==> config.mk <==
export PLATFORM = sky130hd
export DESIGN_NAME = sorcerer_cass_fsk_flat
export DESIGN_NICKNAME = d
export VERILOG_FILES = /design/src/rtl/sorcerer_cass_fsk_pkg.sv /design/src/rtl/sorcerer_cass_fsk_if.sv /design/src/rtl/sorcerer_cass_fsk_tone_gen.sv /design/src/rtl/sorcerer_cass_fsk.sv /design/src/flat_wrapper.sv
export SDC_FILE = /design/constraint.sdc
export NUM_CORES = 1
export LEC_CHECK = 0
export ABC_AREA = 1
export CAP_MARGIN = 20
export CORE_ASPECT_RATIO = 2
export CORE_MARGIN = 3
export CORE_UTILIZATION = 55
export DETAILED_ROUTE_END_ITERATION = 8
export HOLD_SLACK_MARGIN = 0.02
export PLACE_DENSITY = 0.89
export SLEW_MARGIN = 20
export SYNTH_ARGS = -nofsm -noshare
export SYNTH_HDL_FRONTEND = slang
export SYNTH_HIERARCHICAL = 1
export SYNTH_SLANG_ARGS = --single-unit
==> constraint.sdc <==
create_clock -name CLK12 -period 2.9 [get_ports CLK12]
set_clock_uncertainty 0.15 [all_clocks]
set_input_delay 0.58 -clock CLK12 [delete_from_list [all_inputs] [get_ports CLK12]]
set_output_delay 0.58 -clock CLK12 [all_outputs]
set_load 0.005 [all_outputs]
==> src/rtl/sorcerer_cass_fsk_pkg.sv <==
// ---------------------------------------------------------------------------
// sorcerer_cass_pkg
//   Shared types and constants for the Sorcerer cassette FSK modulator.
//   - cass_state_t : modulator FSM state (OFF / RUN)
//   - *_DEF        : default tone half-periods in CLK12 cycles and AUDIO level
//   - hp_sel()     : maps (baud select, tx bit) to a tone half-period
// ---------------------------------------------------------------------------
package sorcerer_cass_pkg;

    typedef enum logic {
        OFF = 1'b0,
        RUN = 1'b1
    } cass_state_t;

    // Half-periods at 12 MHz: 2400 Hz, 1200 Hz, 600 Hz.
    localparam logic [13:0] HP_2400_DEF = 14'd2500;
    localparam logic [13:0] HP_1200_DEF = 14'd5000;
    localparam logic [13:0] HP_600_DEF  = 14'd10000;
    localparam logic [13:0] AMPL_DEF    = 14'h0800;

    // 300 baud:  mark 2400 Hz, space 1200 Hz.
    // 1200 baud: mark 1200 Hz, space 600 Hz.
    function automatic logic [13:0] hp_sel(
        input logic        baud,
        input logic        tx_bit,
        input logic [13:0] hp_2400 = HP_2400_DEF,
        input logic [13:0] hp_1200 = HP_1200_DEF,
        input logic [13:0] hp_600  = HP_600_DEF
    );
        if (baud) begin
            return tx_bit ? hp_1200 : hp_600;
        end
        return tx_bit ? hp_2400 : hp_1200;
    endfunction

endpackage

==> src/rtl/sorcerer_cass_fsk_if.sv <==
// ---------------------------------------------------------------------------
// sorcerer_cass_fsk_if
//   Signal bundle between the cassette UART / top level and the FSK modulator.
//   master : drives TX_BIT, BAUD_SEL, MOTOR; observes the modulator outputs
//   slave  : the modulator itself
//   Signals:
//     TX_BIT   1   UART serial level, 1=mark 0=space
//     BAUD_SEL 1   0=300 baud tones, 1=1200 baud tones
//     MOTOR    1   cassette motor relay, 0 forces silence
//     CASS_OUT 1   FSK square wave
//     AUDIO    14  unsigned audio level
//     CYC_END  1   one-clock strobe at each completed tone cycle
//     STATE    -   modulator FSM state (debug visibility)
//   There is no valid/ready handshake on this bundle: every input is a plain
//   level that the modulator samples on every CLK12 edge, and every output is
//   a registered level (CYC_END a registered one-clock pulse).
// ---------------------------------------------------------------------------
interface sorcerer_cass_fsk_if;
    import sorcerer_cass_pkg::*;

    logic        TX_BIT;
    logic        BAUD_SEL;
    logic        MOTOR;
    logic        CASS_OUT;
    logic [13:0] AUDIO;
    logic        CYC_END;
    cass_state_t STATE;

    modport master (
        output TX_BIT, BAUD_SEL, MOTOR,
        input  CASS_OUT, AUDIO, CYC_END, STATE
    );

    modport slave (
        input  TX_BIT, BAUD_SEL, MOTOR,
        output CASS_OUT, AUDIO, CYC_END, STATE
    );

endinterface

==> src/rtl/sorcerer_cass_fsk_tone_gen.sv <==
// ---------------------------------------------------------------------------
// sorcerer_tone_gen
//   Half-period reload counter, CASS_OUT toggle flop and CYC_END strobe.
//   Ports:
//     CLK12    in   12 MHz clock
//     RESET    in   synchronous active-high reset
//     run      in   1 while the motor is on; 0 clears counter and output
//     start    in   first clock of a run: output goes high, counter loads hp-1
//     hp       in   half-period to load (caller supplies the right tone)
//     cass_out out  square wave (registered)
//     cass_nxt out  value cass_out takes at the next edge
//     cyc_end  out  registered strobe, high for the clock after a full cycle
//     relatch  out  combinational: this edge closes a full cycle, so the
//                   caller should latch a new tone and present it on hp
// ---------------------------------------------------------------------------
module sorcerer_tone_gen (
    input  logic        CLK12,
    input  logic        RESET,
    input  logic        run,
    input  logic        start,
    input  logic [13:0] hp,
    output logic        cass_out,
    output logic        cass_nxt,
    output logic        cyc_end,
    output logic        relatch
);

    logic [13:0] cnt_q;
    logic        cass_q;
    logic        cend_q;
    logic        at_zero;

    assign at_zero = (cnt_q == 14'd0);

    // A full cycle ends when the low half expires: the output is about to
    // rise again. On a start the counter is also 0 and the output low, so
    // start must be excluded.
    assign relatch = run && !start && at_zero && !cass_q;

    always_comb begin
        cass_nxt = cass_q;
        if (!run) begin
            cass_nxt = 1'b0;
        end else if (start) begin
            cass_nxt = 1'b1;
        end else if (at_zero) begin
            cass_nxt = ~cass_q;
        end
    end

    always_ff @(posedge CLK12) begin
        if (RESET || !run) begin
            cnt_q  <= 14'd0;
            cass_q <= 1'b0;
            cend_q <= 1'b0;
        end else if (start) begin
            cnt_q  <= hp - 14'd1;
            cass_q <= 1'b1;
            cend_q <= 1'b0;
        end else if (at_zero) begin
            cnt_q  <= hp - 14'd1;
            cass_q <= ~cass_q;
            cend_q <= ~cass_q;
        end else begin
            cnt_q  <= cnt_q - 14'd1;
            cend_q <= 1'b0;
        end
    end

    assign cass_out = cass_q;
    assign cyc_end  = cend_q;

endmodule

==> src/rtl/sorcerer_cass_fsk.sv <==
// ---------------------------------------------------------------------------
// sorcerer_cass_fsk
//   Cassette-out FSK modulator (Sorcerer / Kansas City tones). Turns the
//   cassette UART serial line into a phase-continuous square wave and an
//   audio level; tone changes only take effect at full-cycle boundaries.
//   Ports:
//     CLK12  in   12 MHz system clock
//     RESET  in   synchronous active-high reset (wins over MOTOR)
//     bus    slave modport of sorcerer_cass_fsk_if
//              TX_BIT, BAUD_SEL, MOTOR in; CASS_OUT, AUDIO, CYC_END, STATE out
//   Parameters: HP_2400, HP_1200, HP_600 (half-periods, 2..16383), AMPL.
//   Build option: SORC_CASS_FILTER_EN -- when defined AUDIO is a one-pole
//   low-pass (1 MHz update) of the square wave instead of the square wave.
// ---------------------------------------------------------------------------
module sorcerer_cass_fsk
    import sorcerer_cass_pkg::*;
#(
    parameter logic [13:0] HP_2400 = HP_2400_DEF,
    parameter logic [13:0] HP_1200 = HP_1200_DEF,
    parameter logic [13:0] HP_600  = HP_600_DEF,
    parameter logic [13:0] AMPL    = AMPL_DEF
) (
    input  logic                 CLK12,
    input  logic                 RESET,
    sorcerer_cass_fsk_if.slave   bus
);

    cass_state_t state_q;
    logic        tone_bit_q;
    logic        tone_baud_q;

    logic        run;
    logic        start;
    logic        relatch;
    logic [13:0] hp;
    logic        cass_out;
    logic        cass_nxt;
    logic        cyc_end;
    logic [13:0] target;
    logic [13:0] audio_q;

    assign run   = bus.MOTOR;
    assign start = (state_q == OFF) && bus.MOTOR;

    // On a start or a cycle boundary the tone register is being loaded this
    // same edge, so the counter must take the half-period of the live inputs.
    always_comb begin
        hp = hp_sel(tone_baud_q, tone_bit_q, HP_2400, HP_1200, HP_600);
        if (start || relatch) begin
            hp = hp_sel(bus.BAUD_SEL, bus.TX_BIT, HP_2400, HP_1200, HP_600);
        end
    end

    always_ff @(posedge CLK12) begin
        if (RESET) begin
            state_q     <= OFF;
            tone_bit_q  <= 1'b1;
            tone_baud_q <= 1'b0;
        end else begin
            case (state_q)
                OFF: begin
                    if (bus.MOTOR) begin
                        state_q     <= RUN;
                        tone_bit_q  <= bus.TX_BIT;
                        tone_baud_q <= bus.BAUD_SEL;
                    end
                end
                RUN: begin
                    if (!bus.MOTOR) begin
                        state_q <= OFF;
                    end else if (relatch) begin
                        tone_bit_q  <= bus.TX_BIT;
                        tone_baud_q <= bus.BAUD_SEL;
                    end
                end
                default: state_q <= OFF;
            endcase
        end
    end

    sorcerer_tone_gen u_tone_gen (
        .CLK12    (CLK12),
        .RESET    (RESET),
        .run      (run),
        .start    (start),
        .hp       (hp),
        .cass_out (cass_out),
        .cass_nxt (cass_nxt),
        .cyc_end  (cyc_end),
        .relatch  (relatch)
    );

    // Target level follows the value CASS_OUT takes at this edge, so the
    // unfiltered AUDIO register changes in the same cycle as CASS_OUT.
    assign target = cass_nxt ? AMPL : 14'd0;

`ifdef SORC_CASS_FILTER_EN
    logic [3:0]         div_q;
    logic               filt_en;
    logic signed [14:0] diff;
    logic signed [14:0] step;
    logic [13:0]        audio_nxt;

    // 1 MHz update in RUN. The divider idles at 0 in OFF, so the decay
    // toward 0 while OFF is stepped on every clock instead.
    assign filt_en   = (state_q == RUN) ? (div_q == 4'd11) : 1'b1;
    assign diff      = $signed({1'b0, target}) - $signed({1'b0, audio_q});
    assign step      = diff >>> 4;
    // Result always lies between audio_q and target, so 14-bit wrap-around
    // addition of the two's-complement step is exact.
    assign audio_nxt = audio_q + step[13:0];

    always_ff @(posedge CLK12) begin
        if (RESET) begin
            div_q   <= 4'd0;
            audio_q <= 14'd0;
        end else begin
            if (state_q == OFF) begin
                div_q <= 4'd0;
            end else if (div_q == 4'd11) begin
                div_q <= 4'd0;
            end else begin
                div_q <= div_q + 4'd1;
            end
            if (filt_en) begin
                audio_q <= audio_nxt;
            end
        end
    end
`else
    always_ff @(posedge CLK12) begin
        if (RESET) begin
            audio_q <= 14'd0;
        end else begin
            audio_q <= target;
        end
    end
`endif

    assign bus.CASS_OUT = cass_out;
    assign bus.CYC_END  = cyc_end;
    assign bus.AUDIO    = audio_q;
    assign bus.STATE    = state_q;

endmodule
==> src/flat_wrapper.sv <==
// flat-port wrapper written by rule: the top's interface ports become plain ports
module sorcerer_cass_fsk_flat import sorcerer_cass_pkg::*;
#(
    parameter logic [13:0] HP_2400 = HP_2400_DEF,
    parameter logic [13:0] HP_1200 = HP_1200_DEF,
    parameter logic [13:0] HP_600  = HP_600_DEF,
    parameter logic [13:0] AMPL    = AMPL_DEF
)
  (CLK12, RESET, bus_TX_BIT, bus_BAUD_SEL, bus_MOTOR, bus_CASS_OUT, bus_AUDIO, bus_CYC_END, bus_STATE);
  sorcerer_cass_fsk_if bus_i ();
  input  logic CLK12;
  input  logic RESET;
  input wire logic [$bits(bus_i.TX_BIT)-1:0] bus_TX_BIT;
  input wire logic [$bits(bus_i.BAUD_SEL)-1:0] bus_BAUD_SEL;
  input wire logic [$bits(bus_i.MOTOR)-1:0] bus_MOTOR;
  output wire logic [$bits(bus_i.CASS_OUT)-1:0] bus_CASS_OUT;
  output wire logic [$bits(bus_i.AUDIO)-1:0] bus_AUDIO;
  output wire logic [$bits(bus_i.CYC_END)-1:0] bus_CYC_END;
  output wire logic [$bits(bus_i.STATE)-1:0] bus_STATE;
  assign bus_i.TX_BIT = bus_TX_BIT;
  assign bus_i.BAUD_SEL = bus_BAUD_SEL;
  assign bus_i.MOTOR = bus_MOTOR;
  assign bus_CASS_OUT = bus_i.CASS_OUT;
  assign bus_AUDIO = bus_i.AUDIO;
  assign bus_CYC_END = bus_i.CYC_END;
  assign bus_STATE = bus_i.STATE;
  sorcerer_cass_fsk #(.HP_2400(HP_2400), .HP_1200(HP_1200), .HP_600(HP_600), .AMPL(AMPL)) u_core (.CLK12(CLK12), .RESET(RESET), .bus(bus_i));
endmodule
==> run_results.csv <==
group,metric,value,unit
worst_setup_path,startpoint_type,"flop",
global_route,grt_usage,19.7,%
hold_path,min_from,"u_core/tone_bit_q",
hold_path,hold_path_class,"flop to flop",
timing,tns,0,ns
route,drc_errors,0,
final_layout,area.growth.synth_to_final,11.0,%
route,post_drt_via_cell_ratio,4.85,
worst_setup_path,critPathKind,"flop to flop",
timing,rsz0062_at_grt,"no",
route,drt_iter0_markers,39,
clock_network,clk_path_buf_depth,2,
worst_setup_path,cp.required,2.91,ns
synth,yosysWarnings,6,
die,core-area,2980,µm²
synth,syn_area,1730,µm²
final_layout,layout.nets,315,
timing,final-hold-violation-count,0,
timing,setup_viol,0,
die,die_w,45.6,µm
worst_setup_path,crit_path_start,"u_core/u_tone_gen/cnt_q[0]",
clock_network,cts_htree_levels,1,
global_route,antenna_found_initial,0,
clock_network,numClockSinks,20,
power_and_ir_drop,p_total,0.970,mW
worst_setup_path,endpoint_kind,"flop",
placed_design,dp_slack,0.0799,ns
clock_network,clockRootBuffer,"clkbuf_8",
clock_network,cts_buffers,3,
placed_design,io_buffers,8,
power_and_ir_drop,powerDensity,506,nW/µm²
route,vias,1591,
worst_setup_path,arrival,2.67,ns
clock_network,clock_latency,0.25,ns
synth,async_flop_share,0,%
power_and_ir_drop,p_leak,1.03,nW
clock_network,cts_hold_buf,0,
worst_setup_path,reg2reg_from,"u_core/u_tone_gen/cnt_q[0]",
die,std_cell_rows,28,
placed_design,place_congestion,0.874,
die,die_h,85.2,µm
synth,ys_seq_area_share,23.2,%
route,routedWlPerCell,10.5,µm
synth,synth-edff-count,0,
worst_setup_path,cp_max_fo,6,
synth,yosysTopAreaCell,"dfxtp_1",
synth,synth_cells,274,
synth,syn_area_per_cell,6.30,µm²
synth,yosysUniqueCellTypes,25,
global_route,gr-total-overflow,0,
route,ant_nets,0,
timing,final.period_utilization,91.9,%
global_route,grt_pass1_wl,5.83,mm
global_route,grt_max_degree,17,
synth,synthTopCellsByCount,"nand2_1, nor2_1, inv_1, dfxtp_1, nand3_1",
timing,layout_min_cycle_time,2.67,ns
final_layout,layout-drive-gt1-share,11.1,%
clock_network,tritoncts,"built",
die,fp.dieArea,3890,µm²
power_and_ir_drop,ir_worst_vdd,0.385,mV
synth,synth_top_area_share,23.2,%
timing,fmax,0.375,GHz
timing,slew_viol_final,0,
final_layout,diodes,0,
global_route,grt_pass1_vias,1417,
route,first_pass_iters,4,
die,ios,22,
final_layout,num-fill-cells,272,
timing,fin_ws,0.234,ns
synth,synth.area.top_cells,"dfxtp_1, nand2_1, nor2_1, inv_1, ha_1",
run_status,status,"finished clean",
die,start_util,57.9,%
synth,ys_ff_latch,20,
clock_network,clkTransAtPathRegs,0.07,ns
placed_design,hpwl,2.78,mm
route,wl,3.45,mm
synth,synth_ff_type,"dfxtp_1",
synth,yosysMostFrequentCell,"nand2_1",
run,maxCapViolations,0,
## final timing paths
path,to,slack [ns],cells past startpoint
min reg2reg,u_core/tone_bit_q,0.42,2
min,u_core/tone_bit_q,0.42,2
max,u_core/u_tone_gen/cnt_q[7],0.23,18
max reg2reg,u_core/u_tone_gen/cnt_q[7],0.23,18
## where the power goes
part	switching (mW)	leakage, nW	total (mW)	internal, mW
Sequential	0.0238	0.164	0.328	0.304
Clock	0.0858	0.0216	0.178	0.0924
Combinational	0.288	0.845	0.464	0.176
## routing by layer
metal | up-vias | part of all wire [%] | global-route usage, %
met5 | - | 0 | 0
met1 | 700 | 37 | 19.9
met2 | 34 | 57 | 36.4
met3 | 10 | 2.6 | 1.91
met4 | 0 | 2.8 | 9.60
li1 | 847 | - | -
## flip-flops by register name (all words and copies together), names as in the netlist
| name | flops |
|---|---|
| u_core/u_tone_gen/cnt_q | 14 |
| u_core/bus.AUDIO | 1 |
| u_core/bus.STATE | 1 |
| u_core/tone_baud_q | 1 |
| u_core/tone_bit_q | 1 |
| u_core/u_tone_gen/cass_out | 1 |
| u_core/u_tone_gen/cyc_end | 1 |
## through the flow
step | util (%) | cell area [µm²] | instances | hold WS, ns
2_1_floorplan | - | 1790 | 292 | 0.360
3_3_place_gp | 62.3 | 1850 | 324 | 0.399
3_5_place_dp | 62.3 | 1850 | 324 | 0.406
4_1_cts | 63.7 | 1900 | 327 | 0.419
5_1_grt | 64.3 | 1920 | 328 | 0.462
6_report | 64.3 | 1920 | 328 | 0.418
## layout make-up
| type | count | area, µm² | share of cell area [%] |
|---|---|---|---|
| clock buffers | 3 | 41.3 | 2.16 |
| inverters | 40 | 153 | 7.97 |
| multi-input cells | 216 | 1120 | 58.5 |
| flip-flops and latches | 20 | 400 | 20.9 |
| well taps | 30 | 37.5 | 1.96 |
| repair buffers | 19 | 163 | 8.49 |
## cells in the final DEF (no fill, tap or decap)
master	count
nor2_4	2
nand3_1	17
nor2_1	54
nand3b_1	3
ha_1	10
and2_1	1
nor3_1	3
or2_4	1
nand3_4	1
nor2_2	5
conb_1	20
nand2_2	3
clkdlybuf4s50_1	8
clkbuf_8	3
buf_4	11
o21ai_0	6
xnor2_1	8
inv_1	39
a21oi_1	4
inv_4	1
nand4_1	2
nand2_4	4
xor2_1	6
nand3_2	2
dfxtp_1	20
nand2_1	64
## worst max-delay path, stage by stage, from the launching register on
cell and delay, ns:
dfxtp_1 0.30, inv_1 0.08, ha_1 0.20, nand2_2 0.11, nor2_4 0.18, nand3_4 0.11
inv_1 0.08, nand3_1 0.10, nor2_2 0.13, inv_1 0.11, nand3_1 0.11, nand2_1 0.16
nor2_1 0.21, nand2_1 0.10, nor2_2 0.15, xnor2_1 0.13, nand2_1 0.06, inv_1 0.06
nor2_2 0.03
## logic make-up after synthesis
kind of cell | count (synthesis) | synth area share (%)
AND/OR/NAND/NOR | 162 | 42.6
buffers and inverters | 56 | 16.5
flip-flops | 20 | 23.2
XOR/XNOR | 14 | 7.11
AO/OA/AOI/OAI | 10 | 2.90
adder cells (fa/ha/maj) | 10 | 7.25
other | 2 | 0.435
## repair_timing
action	CTS	global route
buffers inserted	0	1
gates resized for setup	0	4
setup endpoints to repair	0	3
Power figures use the tool's default switching activity.
